[src/rtl/id_operand_stage_pkg.sv]
// id_operand_stage_pkg: shared stall-bus layout, slot-control enum and small
// helper functions for the decode-stage operand front end.
package id_operand_stage_pkg;

    // Stall bus layout: bit1 holds the ID slot, bit2 holds the EX slot.
    localparam int   STALL_W_DEF  = 6;
    localparam int   STALL_ID_BIT = 1;
    localparam int   STALL_EX_BIT = 2;
    localparam logic STOP         = 1'b1;
    localparam logic NO_STOP      = 1'b0;

    // MSB of the first source-register field in the instruction word;
    // later ports take the next field down.
    localparam int   RS_MSB       = 25;

    // What the ID pipeline register does on the next clock edge.
    typedef enum logic [1:0] {
        SLOT_LOAD   = 2'd0,
        SLOT_BUBBLE = 2'd1,
        SLOT_HOLD   = 2'd2
    } slot_act_e;

    // Decode the two stall bits that govern the ID slot.
    function automatic slot_act_e slot_action(input logic stall_id, input logic stall_ex);
        slot_act_e act;
        if (stall_id == NO_STOP) begin
            act = SLOT_LOAD;
        end else if (stall_ex == STOP) begin
            act = SLOT_HOLD;
        end else begin
            act = SLOT_BUBBLE;
        end
        return act;
    endfunction

    // 32-bit increment that sticks at all-ones.
    function automatic logic [31:0] sat_inc32(input logic [31:0] v);
        logic [31:0] r;
        if (v == 32'hFFFF_FFFF) begin
            r = v;
        end else begin
            r = v + 32'd1;
        end
        return r;
    endfunction

endpackage

[src/rtl/id_operand_stage_fwd_mux.sv]
// id_operand_stage_fwd_mux: resolves one read port against the forwarding
// sources. Source 0 is the youngest producer and has the highest priority;
// a matching producer whose data is not ready makes the port pending.
module id_operand_stage_fwd_mux
    import id_operand_stage_pkg::*;
#(
    parameter int DATA_W  = 32,
    parameter int REG_AW  = 5,
    parameter int NUM_SRC = 3
) (
    input  logic [REG_AW-1:0]         addr_i,
    input  logic [NUM_SRC-1:0]        we_i,
    input  logic [NUM_SRC*REG_AW-1:0] waddr_i,
    input  logic [NUM_SRC*DATA_W-1:0] wdata_i,
    input  logic [NUM_SRC-1:0]        rdy_i,
    input  logic [DATA_W-1:0]         rf_rdata_i,
    output logic [DATA_W-1:0]         result_o,
    output logic                      pending_o
);

    // Priority search: walk oldest to youngest so the youngest match overrides.
    always_comb begin
        result_o  = rf_rdata_i;
        pending_o = 1'b0;
        if (addr_i == {REG_AW{1'b0}}) begin
            // r0 is hard-wired to zero and never waits on a producer.
            result_o  = {DATA_W{1'b0}};
            pending_o = 1'b0;
        end else begin
            for (int i = NUM_SRC - 1; i >= 0; i--) begin
                if (we_i[i] && (waddr_i[i*REG_AW +: REG_AW] == addr_i)) begin
                    pending_o = ~rdy_i[i];
                    if (rdy_i[i]) begin
                        result_o = wdata_i[i*DATA_W +: DATA_W];
                    end else begin
                        result_o = {DATA_W{1'b0}};
                    end
                end else begin
                    result_o = result_o;
                end
            end
        end
    end

endmodule

[src/rtl/id_operand_stage.sv]
// id_operand_stage: IF/ID pipeline register, instruction latch across stalls,
// NUM_RD-port priority forwarding and load-use interlock request.
// Optional feature macro: ID_STALL_CNT_EN builds a saturating counter of
// interlock cycles on stall_cnt; without it stall_cnt is constant zero.
module id_operand_stage
    import id_operand_stage_pkg::*;
#(
    parameter int DATA_W  = 32,
    parameter int REG_AW  = 5,
    parameter int NUM_RD  = 2,
    parameter int NUM_SRC = 3,
    parameter int STALL_W = STALL_W_DEF
) (
    input  logic                      clk,
    input  logic                      resetn,
    input  logic [STALL_W-1:0]        stall,
    output logic                      stallreq,
    input  logic                      if_valid,
    input  logic [31:0]               if_pc,
    input  logic [31:0]               inst_sram_rdata,
    output logic [NUM_RD*REG_AW-1:0]  raddr,
    input  logic [NUM_RD*DATA_W-1:0]  rf_rdata,
    input  logic [NUM_RD-1:0]         rd_used,
    input  logic [NUM_SRC-1:0]        fwd_we,
    input  logic [NUM_SRC*REG_AW-1:0] fwd_waddr,
    input  logic [NUM_SRC*DATA_W-1:0] fwd_wdata,
    input  logic [NUM_SRC-1:0]        fwd_rdy,
    output logic                      id_valid,
    output logic [31:0]               id_pc,
    output logic [31:0]               id_inst,
    output logic [NUM_RD*DATA_W-1:0]  opnd,
    output logic [31:0]               stall_cnt
);

    slot_act_e                 slot_act_s;
    logic                      held_s;
    logic                      id_valid_q, id_valid_d;
    logic [31:0]               id_pc_q, id_pc_d;
    logic                      inst_hold_v_q, inst_hold_v_d;
    logic [31:0]               inst_hold_q, inst_hold_d;
    logic [31:0]               id_inst_s;
    logic [NUM_RD*DATA_W-1:0]  res_s;
    logic [NUM_RD-1:0]         pend_s;
    logic [NUM_RD-1:0]         cap_v_q, cap_v_d;
    logic [NUM_RD*DATA_W-1:0]  cap_data_q, cap_data_d;
    logic                      unused_stall_s;

    // Only the ID and EX bits of the shared stall bus matter here.
    assign unused_stall_s = ^stall;

    assign slot_act_s = slot_action(stall[STALL_ID_BIT], stall[STALL_EX_BIT]);
    assign held_s     = (slot_act_s == SLOT_HOLD);

    // ID slot next state: load from IF, insert a bubble, or hold.
    always_comb begin
        id_valid_d = id_valid_q;
        id_pc_d    = id_pc_q;
        case (slot_act_s)
            SLOT_LOAD: begin
                id_valid_d = if_valid;
                id_pc_d    = if_pc;
            end
            SLOT_BUBBLE: begin
                id_valid_d = 1'b0;
                id_pc_d    = 32'd0;
            end
            default: begin
                id_valid_d = id_valid_q;
                id_pc_d    = id_pc_q;
            end
        endcase
    end

    // Instruction latch: the SRAM word is only valid in the first cycle the
    // slot holds its PC, so keep a copy for the rest of the hold.
    always_comb begin
        inst_hold_v_d = inst_hold_v_q;
        inst_hold_d   = inst_hold_q;
        if (held_s) begin
            if (!inst_hold_v_q) begin
                inst_hold_v_d = 1'b1;
                inst_hold_d   = inst_sram_rdata;
            end else begin
                inst_hold_v_d = 1'b1;
            end
        end else begin
            inst_hold_v_d = 1'b0;
        end
    end

    // Operand capture: freeze each resolved port during a hold, since the
    // producers that supplied it may retire before the hold ends.
    always_comb begin
        cap_v_d    = cap_v_q;
        cap_data_d = cap_data_q;
        for (int p = 0; p < NUM_RD; p++) begin
            if (held_s) begin
                if (!cap_v_q[p] && !pend_s[p]) begin
                    cap_v_d[p]                   = 1'b1;
                    cap_data_d[p*DATA_W +: DATA_W] = res_s[p*DATA_W +: DATA_W];
                end else begin
                    cap_v_d[p] = cap_v_q[p];
                end
            end else begin
                cap_v_d[p] = 1'b0;
            end
        end
    end

    // Pipeline, instruction-latch and capture registers.
    always_ff @(posedge clk or negedge resetn) begin
        if (!resetn) begin
            id_valid_q    <= 1'b0;
            id_pc_q       <= 32'd0;
            inst_hold_v_q <= 1'b0;
            inst_hold_q   <= 32'd0;
            cap_v_q       <= {NUM_RD{1'b0}};
            cap_data_q    <= {(NUM_RD*DATA_W){1'b0}};
        end else begin
            id_valid_q    <= id_valid_d;
            id_pc_q       <= id_pc_d;
            inst_hold_v_q <= inst_hold_v_d;
            inst_hold_q   <= inst_hold_d;
            cap_v_q       <= cap_v_d;
            cap_data_q    <= cap_data_d;
        end
    end

    assign id_inst_s = id_valid_q ? (inst_hold_v_q ? inst_hold_q : inst_sram_rdata) : 32'd0;
    assign id_valid  = id_valid_q;
    assign id_pc     = id_pc_q;
    assign id_inst   = id_inst_s;

    for (genvar p = 0; p < NUM_RD; p++) begin : g_port
        assign raddr[p*REG_AW +: REG_AW] = id_inst_s[RS_MSB - p*REG_AW -: REG_AW];

        id_operand_stage_fwd_mux #(
            .DATA_W  (DATA_W),
            .REG_AW  (REG_AW),
            .NUM_SRC (NUM_SRC)
        ) u_fwd_mux (
            .addr_i     (raddr[p*REG_AW +: REG_AW]),
            .we_i       (fwd_we),
            .waddr_i    (fwd_waddr),
            .wdata_i    (fwd_wdata),
            .rdy_i      (fwd_rdy),
            .rf_rdata_i (rf_rdata[p*DATA_W +: DATA_W]),
            .result_o   (res_s[p*DATA_W +: DATA_W]),
            .pending_o  (pend_s[p])
        );
    end

    // Operand output: captured value wins over live resolution; empty slot reads zero.
    always_comb begin
        opnd = {(NUM_RD*DATA_W){1'b0}};
        for (int p = 0; p < NUM_RD; p++) begin
            if (id_valid_q) begin
                if (cap_v_q[p]) begin
                    opnd[p*DATA_W +: DATA_W] = cap_data_q[p*DATA_W +: DATA_W];
                end else begin
                    opnd[p*DATA_W +: DATA_W] = res_s[p*DATA_W +: DATA_W];
                end
            end else begin
                opnd[p*DATA_W +: DATA_W] = {DATA_W{1'b0}};
            end
        end
    end

    assign stallreq = id_valid_q & (|(pend_s & rd_used));

`ifdef ID_STALL_CNT_EN
    logic [31:0] stall_cnt_q, stall_cnt_d;

    // Interlock counter next state: count every cycle the interlock is raised.
    always_comb begin
        if (stallreq) begin
            stall_cnt_d = sat_inc32(stall_cnt_q);
        end else begin
            stall_cnt_d = stall_cnt_q;
        end
    end

    // Interlock counter register.
    always_ff @(posedge clk or negedge resetn) begin
        if (!resetn) begin
            stall_cnt_q <= 32'd0;
        end else begin
            stall_cnt_q <= stall_cnt_d;
        end
    end

    assign stall_cnt = stall_cnt_q;
`else
    assign stall_cnt = 32'd0;
`endif

endmodule

[config.mk]
export PLATFORM = sky130hd
export DESIGN_NAME = id_operand_stage
export DESIGN_NICKNAME = d
export VERILOG_FILES = /design/src/rtl/id_operand_stage_pkg.sv /design/src/rtl/id_operand_stage_fwd_mux.sv /design/src/rtl/id_operand_stage.sv
export SDC_FILE = /design/constraint.sdc
export NUM_CORES = 1
export LEC_CHECK = 0
export CAP_MARGIN = 15
export CORE_AREA = 2 2 165 167
export DETAILED_ROUTE_END_ITERATION = 7
export DIE_AREA = 0 0 167 169
export PLACE_DENSITY = 0.71
export SYNTH_ARGS = -nofsm -noshare
export SYNTH_HDL_FRONTEND = slang
export SYNTH_HIERARCHICAL = 1
export SYNTH_SLANG_ARGS = --single-unit
[constraint.sdc]
create_clock -name clk -period 6.51 [get_ports clk]
set_clock_uncertainty 0.1 [all_clocks]
set_input_delay 1.6275 -clock clk [delete_from_list [all_inputs] [get_ports clk]]
set_output_delay 1.6275 -clock clk [all_outputs]
set_load 0.005 [all_outputs]
==> flow_summary.ini, run 1 <==
[place]
hpwl_um = 25400
io_buffers = 391
placed_cells = 1637
place.gp.congestion = 0.853

[worst_setup_path]
end_kind = output port
cp-startpoint = inst_sram_rdata[23]
r2r-end = cap_data_q[36]$_DFFE_PN0P_
regToRegSetupSlack_ns = 1.95
worstPathMaxFanout = 5
arrival_ns = 4.75
cp_slowest_stage_delay_ns = 0.51
start_kind = input pin
r2r_start = inst_hold_v_q$_DFF_PN0_
crit_path_frequent_cell = clkdlybuf4s50_1
crit_buf_inv = 4
cp_cell_sequence = clkdlybuf4s50_1 > mux2i_1 > nor2b_2 > inv_2 > a222oi_1 > nand3_2 > buf_6 > or3_1 > a221oi_4 > a22oi_1 > nor2b_1 > clkdlybuf4s50_1
crit_type = input pin to output port
cpMaxStageDelayCell = clkdlybuf4s50_1
rr_worst_depth = 15
required_ns = 4.78
cp_num_cells = 12
endpoint = stallreq
crit_family = buffers and inverters

[clocking]
cts.sinks = 132
clock-root-buffer = clkbuf_16
htreeDepth = 4
clock_latency_ns = 0.42
cts_tree = yes
clock_path_buffers = 2
cts_buffers = 17
clkTransAtPathRegs_ns = 0.06

[power]
ir_worst_vdd_uv = 136
power.total_mw = 3.00
power_frac_comb = 0.315
clkPwrFrac = 0.333
power_frac_seq = 0.353
p_sw_frac = 0.300
p_per_area_mw_per_mm2 = 200
switchingPower_mw = 0.901
internal-power_mw = 2.10
p_leak_nw = 7.14

[timing]
fin_crit_sh = 0.995
hold_viol_final = 0
tightestPinTransition_ns = 1.07
maxSlewViolCount = 0
relSlewSlack = 0.285
rsz0062_at_grt = yes
setup_viol = 0
fmax_mhz = 154
fin_crit_ns = 6.47

[synthesis]
syn_inst = 925
ys_ff_latch = 132
yosysMostFrequentCell = dfrtp_1
synth_area_leaders = dfrtp_1 34%, mux2i_1 10%, mux2_4 9.3%, a32o_1 6.6%, nor2b_1 6.3%
synth_common_cells = 132 x dfrtp_1, 129 x nand2_1, 97 x nor2b_1, 96 x mux2i_1, 64 x a32o_1
postSynthAreaPerCell_um2 = 10.4
yosys_most_used_dff = dfrtp_1
yosysTopAreaCell = dfrtp_1
yosysTopAreaCellShare = 0.342
yosys_warnings = 6
async_reset_ff_frac = 1.00
ys_seq_area_frac = 0.342
yosys.cell_types.count = 43
synth_edf_count = 0
syn_area_mm2 = 0.00966

[layout]
drive_gt1_frac = 0.181
instances_no_fill = 1679
area_growth_pct = 55.9
diodes = 0
nets = 1581

[run]
timing.max_cap.violations = 0

[drt]
drc_errors = 0
via_per_inst = 5.43
wl_per_cell_um = 21.4
wirelength_um = 36000
firstDrtPassIters = 5
num_vias = 9109
drt_iter0_drc = 784
ant_nets = 0

[grt]
gr-usage-all-layers = 0.239
gr-total-overflow = 0
grt_pass1_wl_um = 53300
antenna_found_initial = 0
grt_pass1_vias = 9446
grt_max_degree = 73

[floorplan]
chipWidth_um = 167
initial_core_util = 0.364
dieArea_mm2 = 0.0282
dieHeight_um = 169
coreArea_mm2 = 0.0265
boundaryPins = 428
fp-row-count = 60

[outcome]
status = completed

[min_path]
hold_path_class = flop to flop
min_from = id_pc[3]$_DFFE_PN0P_
==> worst register-to-register path, cell delays in order (launching register included) <==
cell       delay [ns]
dfrtp_2          0.75
mux2i_1          0.27
nor2b_1          0.06
buf_4            0.15
buf_4            0.13
xor2_1           0.15
nor4_1           0.27
and3_2           0.27
buf_4            0.15
clkbuf_16        0.17
or3_4            0.14
a221oi_4         0.07
buf_4            0.16
and4bb_2         0.94
buf_4            0.34
mux2_4           0.32
==> logic make-up (layout without fill, tap and decap cells) <==
logic type	after synthesis	count (layout)	share of synthesized area
AO/OA/AOI/OAI	172	172	0.173
buffers and inverters	144	525	0.0897
flip-flops	132	132	0.342
multiplexers	192	192	0.235
AND/OR/NAND/NOR	262	263	0.140
XOR/XNOR	22	22	0.0200
other	1	32	0.000388
==> state kept, by name (all words and copies together) (netlist names) <==
register	cells
cap_v_q	2
inst_hold_v_q	1
id_pc	32
inst_hold_q	32
cap_data_q	64
id_valid	1
==> power groups by stage <==
stage | Combinational (mW) | Sequential [mW] | Clock, mW
after floorplan | 0.523 | 1.04 | 0
after global placement | 0.915 | 1.06 | 0
after detailed placement | 0.928 | 1.07 | 0
after CTS | 0.944 | 1.06 | 1.02
after global routing | 1.01 | 1.08 | 1.06
final | 0.945 | 1.06 | 0.999
==> area by class of cell <==
class	instances	area, µm²
Sequential cell	132	3310
Timing Repair Buffer	480	4970
Tap cell	341	427
Fill cell	2284	11500
Clock buffer	17	425
Inverter	13	48.8
Clock inverter	15	178
Multi-Input combinational cell	681	5690
==> what timing repair did <==
action | 4_1_cts | 5_1_grt
pin swaps | 1 | 9
buffers inserted | 0 | 7
cloned | 1 | 2
hold buffers | 0 | 0
setup endpoints to repair | 38 | 65
gates resized for setup | 6 | 72
==> worst min-delay path by stage <==
stage                             endpoint  depth (start not counted)  slack (ns)
2_1_floorplan  inst_hold_q[10]$_DFFE_PN0P_                          1        0.36
3_5_place_dp         id_pc[22]$_DFFE_PN0P_                          1        0.38
3_3_place_gp    inst_hold_q[6]$_DFFE_PN0P_                          1        0.37
6_report              id_pc[3]$_DFFE_PN0P_                          1        0.39
4_1_cts         inst_hold_q[9]$_DFFE_PN0P_                          1        0.40
5_1_grt         inst_hold_q[9]$_DFFE_PN0P_                          1        0.41
==> placed cells by master (no fill, tap or decap), drive strengths merged, types with 19 or more instances in the layout <==
| cell type | Yosys | layout |
|---|---|---|
| dlymetal6s2s | 0 | 62 |
| nor2b | 97 | 97 |
| clkbuf | 45 | 19 |
| a32o | 64 | 64 |
| a22o | 32 | 32 |
| mux2i | 96 | 96 |
| nand2 | 129 | 129 |
| a221o | 64 | 64 |
| conb | 1 | 32 |
| clkdlybuf4s50 | 0 | 327 |
| inv | 13 | 25 |
| dfrtp | 132 | 132 |
| buf | 86 | 89 |
| mux2 | 96 | 96 |
==> metrics by stage <==
stage / utilization / cell area (µm²) / setup TNS (ns) / setup WS, ns / hold slack [ns]
global placement: 0.533 / 14100 / -1.46 / -0.104 / 0.373
finish: 0.568 / 15000 / 0 / 0.0356 / 0.394
floorplan: - / 9770 / 0 / 1.04 / 0.364
global route: 0.568 / 15000 / -0.355 / -0.184 / 0.407
CTS: 0.557 / 14800 / -0.0177 / -0.0113 / 0.401
detailed placement: 0.533 / 14100 / -4.96 / -0.226 / 0.379
==> metal layers <==
metal	global-route usage	share of wire
met5	0	0
met1	0.292	0.41
met4	0.0750	0.025
met3	0.0599	0.080
met2	0.414	0.49
Note: power is estimated with default switching activity, not from simulation.
==> inputs of run 2 (changes only) <==
--- a/config.mk
+++ b/config.mk
@@ -9,6 +9,7 @@
 export CORE_AREA = 2 2 165 167
 export DETAILED_ROUTE_END_ITERATION = 7
 export DIE_AREA = 0 0 167 169
+export MAX_ROUTING_LAYER = met4
 export PLACE_DENSITY = 0.71
 export SYNTH_ARGS = -nofsm -noshare
 export SYNTH_HDL_FRONTEND = slang
==> run 2 against run 1 <==
  * Die area unchanged
  * Register-to-register slack barely moved
  * First-iteration DRC count shrank 7.4%
  * Count of clock-buffer cells in the layout did not move
  * Worst setup slack better by 0.027 ns
  * Final cell count barely moved
  * Critical path depth unchanged
  * Sequential power hardly changed
==> flow_summary.ini, run 2 (synthesis gave the netlist of run 1 again) <==
[floorplan]
chipWidth_um = 167
fp-row-count = 60
coreArea_mm2 = 0.0265
boundaryPins = 428
initial_core_util = 0.364
dieArea_mm2 = 0.0282
dieHeight_um = 169

[outcome]
status = completed

[clocking]
cts_buffers = 17
cts_tree = yes
cts.sinks = 132
htreeDepth = 4
clock_path_buffers = 2
clkTransAtPathRegs_ns = 0.07
clock-root-buffer = clkbuf_16
cts_hold_buf = 0
clock_latency_ns = 0.42

[grt]
gr-total-overflow = 0
grt_pass1_wl_um = 53100
gr-usage-all-layers = 0.246
grt_max_degree = 73
grt_pass1_vias = 9502
antenna_found_initial = 0

[layout]
final_cell_mix = 327 x clkdlybuf4s50_1, 129 x nand2_1, 128 x dfrtp_1, 96 x mux2i_1, 93 x nor2b_1
seqCellArea_mm2 = 0.00331
multi_input_area_mm2 = 0.00569
top_register = cap_data_q
largest_reg_flops = 64
drive_gt1_frac = 0.181
mostFrequentLayoutCell = clkdlybuf4s50_1
area_growth_pct = 55.9
nFillCells = 2284
final_area_mm2 = 0.0151
diodes = 0
nets = 1582

[worst_setup_path]
cpMaxStageDelayCell = clkdlybuf4s50_1
worstPathMaxFanout = 5
end_kind = output port
cp_cell_sequence = clkdlybuf4s50_1 > mux2i_1 > nor2b_2 > inv_2 > a222oi_1 > nand3_2 > buf_6 > or3_1 > a221oi_4 > a22oi_1 > nor2b_1 > clkdlybuf4s50_1
required_ns = 4.78
crit_buf_inv = 4
start_kind = input pin
cp_slowest_stage_delay_ns = 0.50
crit_family = buffers and inverters
arrival_ns = 4.72
crit_path_frequent_cell = clkdlybuf4s50_1
crit_type = input pin to output port
regToRegSetupSlack_ns = 1.95

[power]
ir_worst_vdd_uv = 135
clkPwrFrac = 0.332
p_leak_nw = 7.14
p_sw_frac = 0.300
internal-power_mw = 2.10
power_frac_seq = 0.353
power_frac_comb = 0.315
p_per_area_mw_per_mm2 = 199
switchingPower_mw = 0.899

[run]
timing.max_cap.violations = 0

[drt]
ant_nets = 0
num_vias = 9128
firstDrtPassIters = 5
drt_iter0_drc = 726
drc_errors = 0
wirelength_um = 35900
via_per_inst = 5.43
wl_per_cell_um = 21.4

[timing]
fin_setup_tns_ns = 0
fin_crit_ns = 6.45
hold_viol_final = 0
tightestPinTransition_ns = 1.07
maxSlewViolCount = 0
fmax_mhz = 155
fin_crit_sh = 0.990
relSlewSlack = 0.283
rsz0062_at_grt = yes
setup_viol = 0

[place]
io_buffers = 391
place_area_mm2 = 0.0141
hpwl_um = 25400
place.gp.congestion = 0.867

[min_path]
hold_path_class = flop to flop
==> run 2: cell count changes in the layout (fill, tap and decap cells not counted) <==
cell	previous run	this run
buf_4	70	71
==> run 2: area by class of cell <==
cell class / instances / share of cell area
multi-input combinational: 681 / 0.378
timing repair buffer: 481 / 0.331
sequential: 132 / 0.220
tap: 341 / 0.0283
clock buffer: 17 / 0.0283
clock inverter: 15 / 0.0118
inverter: 13 / 0.00324
==> run 2: path summary, 6_finish.rpt <==
| path | startpoint | end | depth (start not counted) |
|---|---|---|---|
| worst max-delay path | inst_sram_rdata[23] | stallreq | 12 |
| worst min-delay path | inst_hold_q[9]$_DFFE_PN0P_ | inst_hold_q[9]$_DFFE_PN0P_ | 1 |
| worst max register to register | inst_hold_v_q$_DFF_PN0_ | cap_data_q[36]$_DFFE_PN0P_ | 15 |
| worst min register to register | inst_hold_q[9]$_DFFE_PN0P_ | inst_hold_q[9]$_DFFE_PN0P_ | 1 |
| max in group asynchronous | resetn | id_pc[0]$_DFFE_PN0P_ | 2 |
| min in group asynchronous | resetn | cap_data_q[17]$_DFFE_PN0P_ | 1 |
==> run 2: stage by stage <==
step / std cells / utilization / total power, mW / setup slack [ns] / hold WS, ns
after floorplan: 956 / - / 1.56 / 1.04 / 0.364
after global placement: 1637 / 0.533 / 1.98 / -0.104 / 0.373
after detailed placement: 1637 / 0.533 / 2.00 / -0.226 / 0.379
after CTS: 1670 / 0.557 / 3.02 / -0.0113 / 0.401
after global routing: 1680 / 0.568 / 3.15 / -0.0895 / 0.407
final: 1680 / 0.568 / 3.00 / 0.0630 / 0.397
==> run 2: repair_timing <==
action                     4_1_cts  5_1_grt
resized for setup                6       72
setup endpoints to repair       38       65
pin swaps                        1        9
buffers inserted                 0        8
gates cloned                     1        2
==> run 2: power groups by stage <==
stage	Sequential, mW	Combinational (mW)	Clock [mW]
3_3_place_gp	1.06	0.915	0
5_1_grt	1.08	1.01	1.06
4_1_cts	1.06	0.944	1.02
6_report	1.06	0.946	0.997
2_1_floorplan	1.04	0.523	0
3_5_place_dp	1.07	0.928	0
==> run 2: per-layer routing <==
metal,part of all wire,track usage,vias up
met5,0,-,-
met4,0.026,0.0757,0
met3,0.074,0.0514,60
met2,0.49,0.413,459
met1,0.41,0.297,4460
li1,-,-,4149
==> inputs of run 3 (changes only) <==
--- a/config.mk
+++ b/config.mk
@@ -6,11 +6,12 @@
 export NUM_CORES = 1
 export LEC_CHECK = 0
 export CAP_MARGIN = 15
-export CORE_AREA = 2 2 165 167
+export CORE_AREA = 2 2 166 168
+export CTS_CLUSTER_SIZE = 14
 export DETAILED_ROUTE_END_ITERATION = 7
-export DIE_AREA = 0 0 167 169
+export DIE_AREA = 0 0 168 170
 export MAX_ROUTING_LAYER = met4
-export PLACE_DENSITY = 0.71
+export PLACE_DENSITY = 0.73
 export SYNTH_ARGS = -nofsm -noshare
 export SYNTH_HDL_FRONTEND = slang
 export SYNTH_HIERARCHICAL = 1
==> constraint.sdc (replaced) <==
create_clock -name clk -period 5.4 [get_ports clk]
set_clock_uncertainty 0.1 [all_clocks]
set_input_delay 1.35 -clock clk [delete_from_list [all_inputs] [get_ports clk]]
set_output_delay 1.35 -clock clk [all_outputs]
set_load 0.005 [all_outputs]
==> run 3 against run 2 <==
  * The flow now finishes with violations (negative setup slack)
  * Hold slack worse by 0.0028 ns
  * Register-to-register slack got worse by 0.60 ns
  * Worst setup slack worse by 0.071 ns
  * Via count rose by 6.3%
  * Critical path depth increased by 1
  * Flip-flop and latch count unchanged
  * Global-route usage grew 3.9 points
  * Utilization is 2.4 points higher
  * First-iteration DRC count is 5.5% lower
  * Routed wire length up 14%
  * Clock power increased by 24%
  * Final cell count increased by 4.2%
==> flow_summary.ini, run 3 (synthesis gave the netlist of run 1 again) <==
[timing]
maxSlewViolCount = 0
fin_crit_sh = 1.00
hold_viol_final = 0
worst_slack_ns = -0.00826
setup_viol = 1
fin_setup_tns_ns = -0.00826
fmax_mhz = 185
relSlewSlack = 0.306
tightestPinTransition_ns = 1.04
fin_crit_ns = 5.41

[power]
p_per_area_mw_per_mm2 = 236
p_leak_nw = 6.94
ir_worst_vdd_uv = 199

[run]
timing.max_cap.violations = 0

[drt]
met3_length_um = 3090
wl_met2_um = 20300
firstDrtPassIters = 5
drt_iter0_drc = 686
wl_per_cell_um = 23.5
drc_errors = 0
wl_met1_um = 16500
ant_nets = 0
top_layer_used = met4
wirelength_um = 41100
via_per_inst = 5.54
num_vias = 9702

[worst_setup_path]
cp_cell_sequence = clkbuf_2 > mux2i_1 > nor2b_2 > inv_2 > a222oi_1 > nand3_2 > buf_6 > buf_12 > a221o_1 > a32o_2 > mux2i_2 > nor2b_1 > dlygate4sd2_1
worstPathMaxFanout = 8
regToRegSetupSlack_ns = 1.35
cpMaxStageDelayCell = a222oi_1
start_kind = input pin
crit_type = input pin to output port
rr_worst_depth = 14
required_ns = 3.95
arrival_ns = 3.96
end_kind = output port
cp_slowest_stage_delay_ns = 0.54
r2r_start = id_valid$_DFFE_PN0P_
r2r-end = cap_data_q[51]$_DFFE_PN0P_

[layout]
area_growth_pct = 63.5
final_core_util = 0.592
nets = 1650
final_cell_mix = 311 x clkdlybuf4s50_1, 129 x nand2_1, 128 x dfrtp_1, 108 x buf_4
nFillCells = 2241
drive_gt1_frac = 0.306
top_register = cap_data_q
mostFrequentLayoutCell = clkdlybuf4s50_1
largest_reg_flops = 64

[clocking]
cts_tree = yes
clock_path_buffers = 2
htreeDepth = 4
clock_latency_ns = 0.42
cts_hold_buf = 0
cts_buffers = 17
clkTransAtPathRegs_ns = 0.07
cts.sinks = 132
clock-root-buffer = clkbuf_16

[min_path]
hold_path_class = flop to flop
holdPathEnd = inst_hold_q[22]$_DFFE_PN0P_
min_from = inst_hold_q[22]$_DFFE_PN0P_
holdPathStages = 1

[grt]
grt_pass1_vias = 9983
grt_max_degree = 47
grt_pass1_wl_um = 59500
gr-usage-all-layers = 0.285
gr-total-overflow = 0
antenna_found_initial = 2

[floorplan]
initial_core_util = 0.362
chipWidth_um = 168
fp-row-count = 60
dieArea_mm2 = 0.0286
boundaryPins = 428
coreArea_mm2 = 0.0267
dieHeight_um = 170

[outcome]
status = finished with violations
violations = negative setup slack

[place]
io_buffers = 391
hpwl_um = 25900
place.gp.congestion = 0.860
## run 3: metal layers
| layer | vias to the layer above | global-route usage |
|---|---|---|
| met3 | 89 | 0.0630 |
| met2 | 532 | 0.488 |
| met1 | 4792 | 0.334 |
| met5 | - | - |
| li1 | 4289 | - |
| met4 | 0 | 0.0900 |
## run 3: how the worst max path moves through the flow
stage                              startpoint  endpoint
after floorplan           inst_sram_rdata[23]  stallreq
after global routing      inst_sram_rdata[18]  opnd[52]
final                     inst_sram_rdata[18]  opnd[57]
after global placement    inst_sram_rdata[23]  opnd[16]
after CTS                 inst_sram_rdata[23]  opnd[13]
after detailed placement  inst_sram_rdata[23]  opnd[16]
## run 3: area by class of cell
class | count | area, µm² | share of cell area
Timing Repair Buffer | 549 | 5520 | 0.349
Antenna cell | 2 | 5.00 | 0.000317
Inverter | 13 | 48.8 | 0.00309
Sequential cell | 132 | 3310 | 0.210
Clock inverter | 15 | 184 | 0.0116
Multi-Input combinational cell | 681 | 5880 | 0.372
Clock buffer | 17 | 425 | 0.0269
Tap cell | 341 | 427 | 0.0270
## run 3: power by group
group / internal (mW) / switching (mW) / total [mW]
combinational: 0.743 / 0.473 / 1.22
clock: 0.704 / 0.532 / 1.24
sequential: 1.16 / 0.113 / 1.28
total: 2.61 / 1.12 / 3.73
## run 3: worst max-delay path: cells and delay by family
| family | cells | cell delay, ns |
|---|---|---|
| simple gates | 3 | 0.44 |
| compound gates | 3 | 1.15 |
| mux | 2 | 0.26 |
| buf+inv | 5 | 0.75 |
## run 3: through the flow
| stage | std cells | power, mW | instance area, µm² | worst slack (ns) | hold slack (ns) |
|---|---|---|---|---|---|
| 2_1_floorplan | 956 | 1.88 | 9770 | 0.483 | 0.364 |
| 3_3_place_gp | 1643 | 2.40 | 14100 | -0.635 | 0.374 |
| 3_5_place_dp | 1643 | 2.42 | 14100 | -0.655 | 0.380 |
| 4_1_cts | 1741 | 3.72 | 15800 | -0.0228 | 0.397 |
| 5_1_grt | 1750 | 3.88 | 15800 | -0.131 | 0.415 |
| 6_report | 1750 | 3.73 | 15800 | -0.00826 | 0.394 |
## run 3: what timing repair did
item                                   in CTS  in global routing
endpoints found under the hold margin       0                  0
pin swaps                                  22                 41
gates resized for setup                   234                 94
gates cloned                               16                  1
setup buffers                              50                 11
setup endpoints to repair                  65                 61
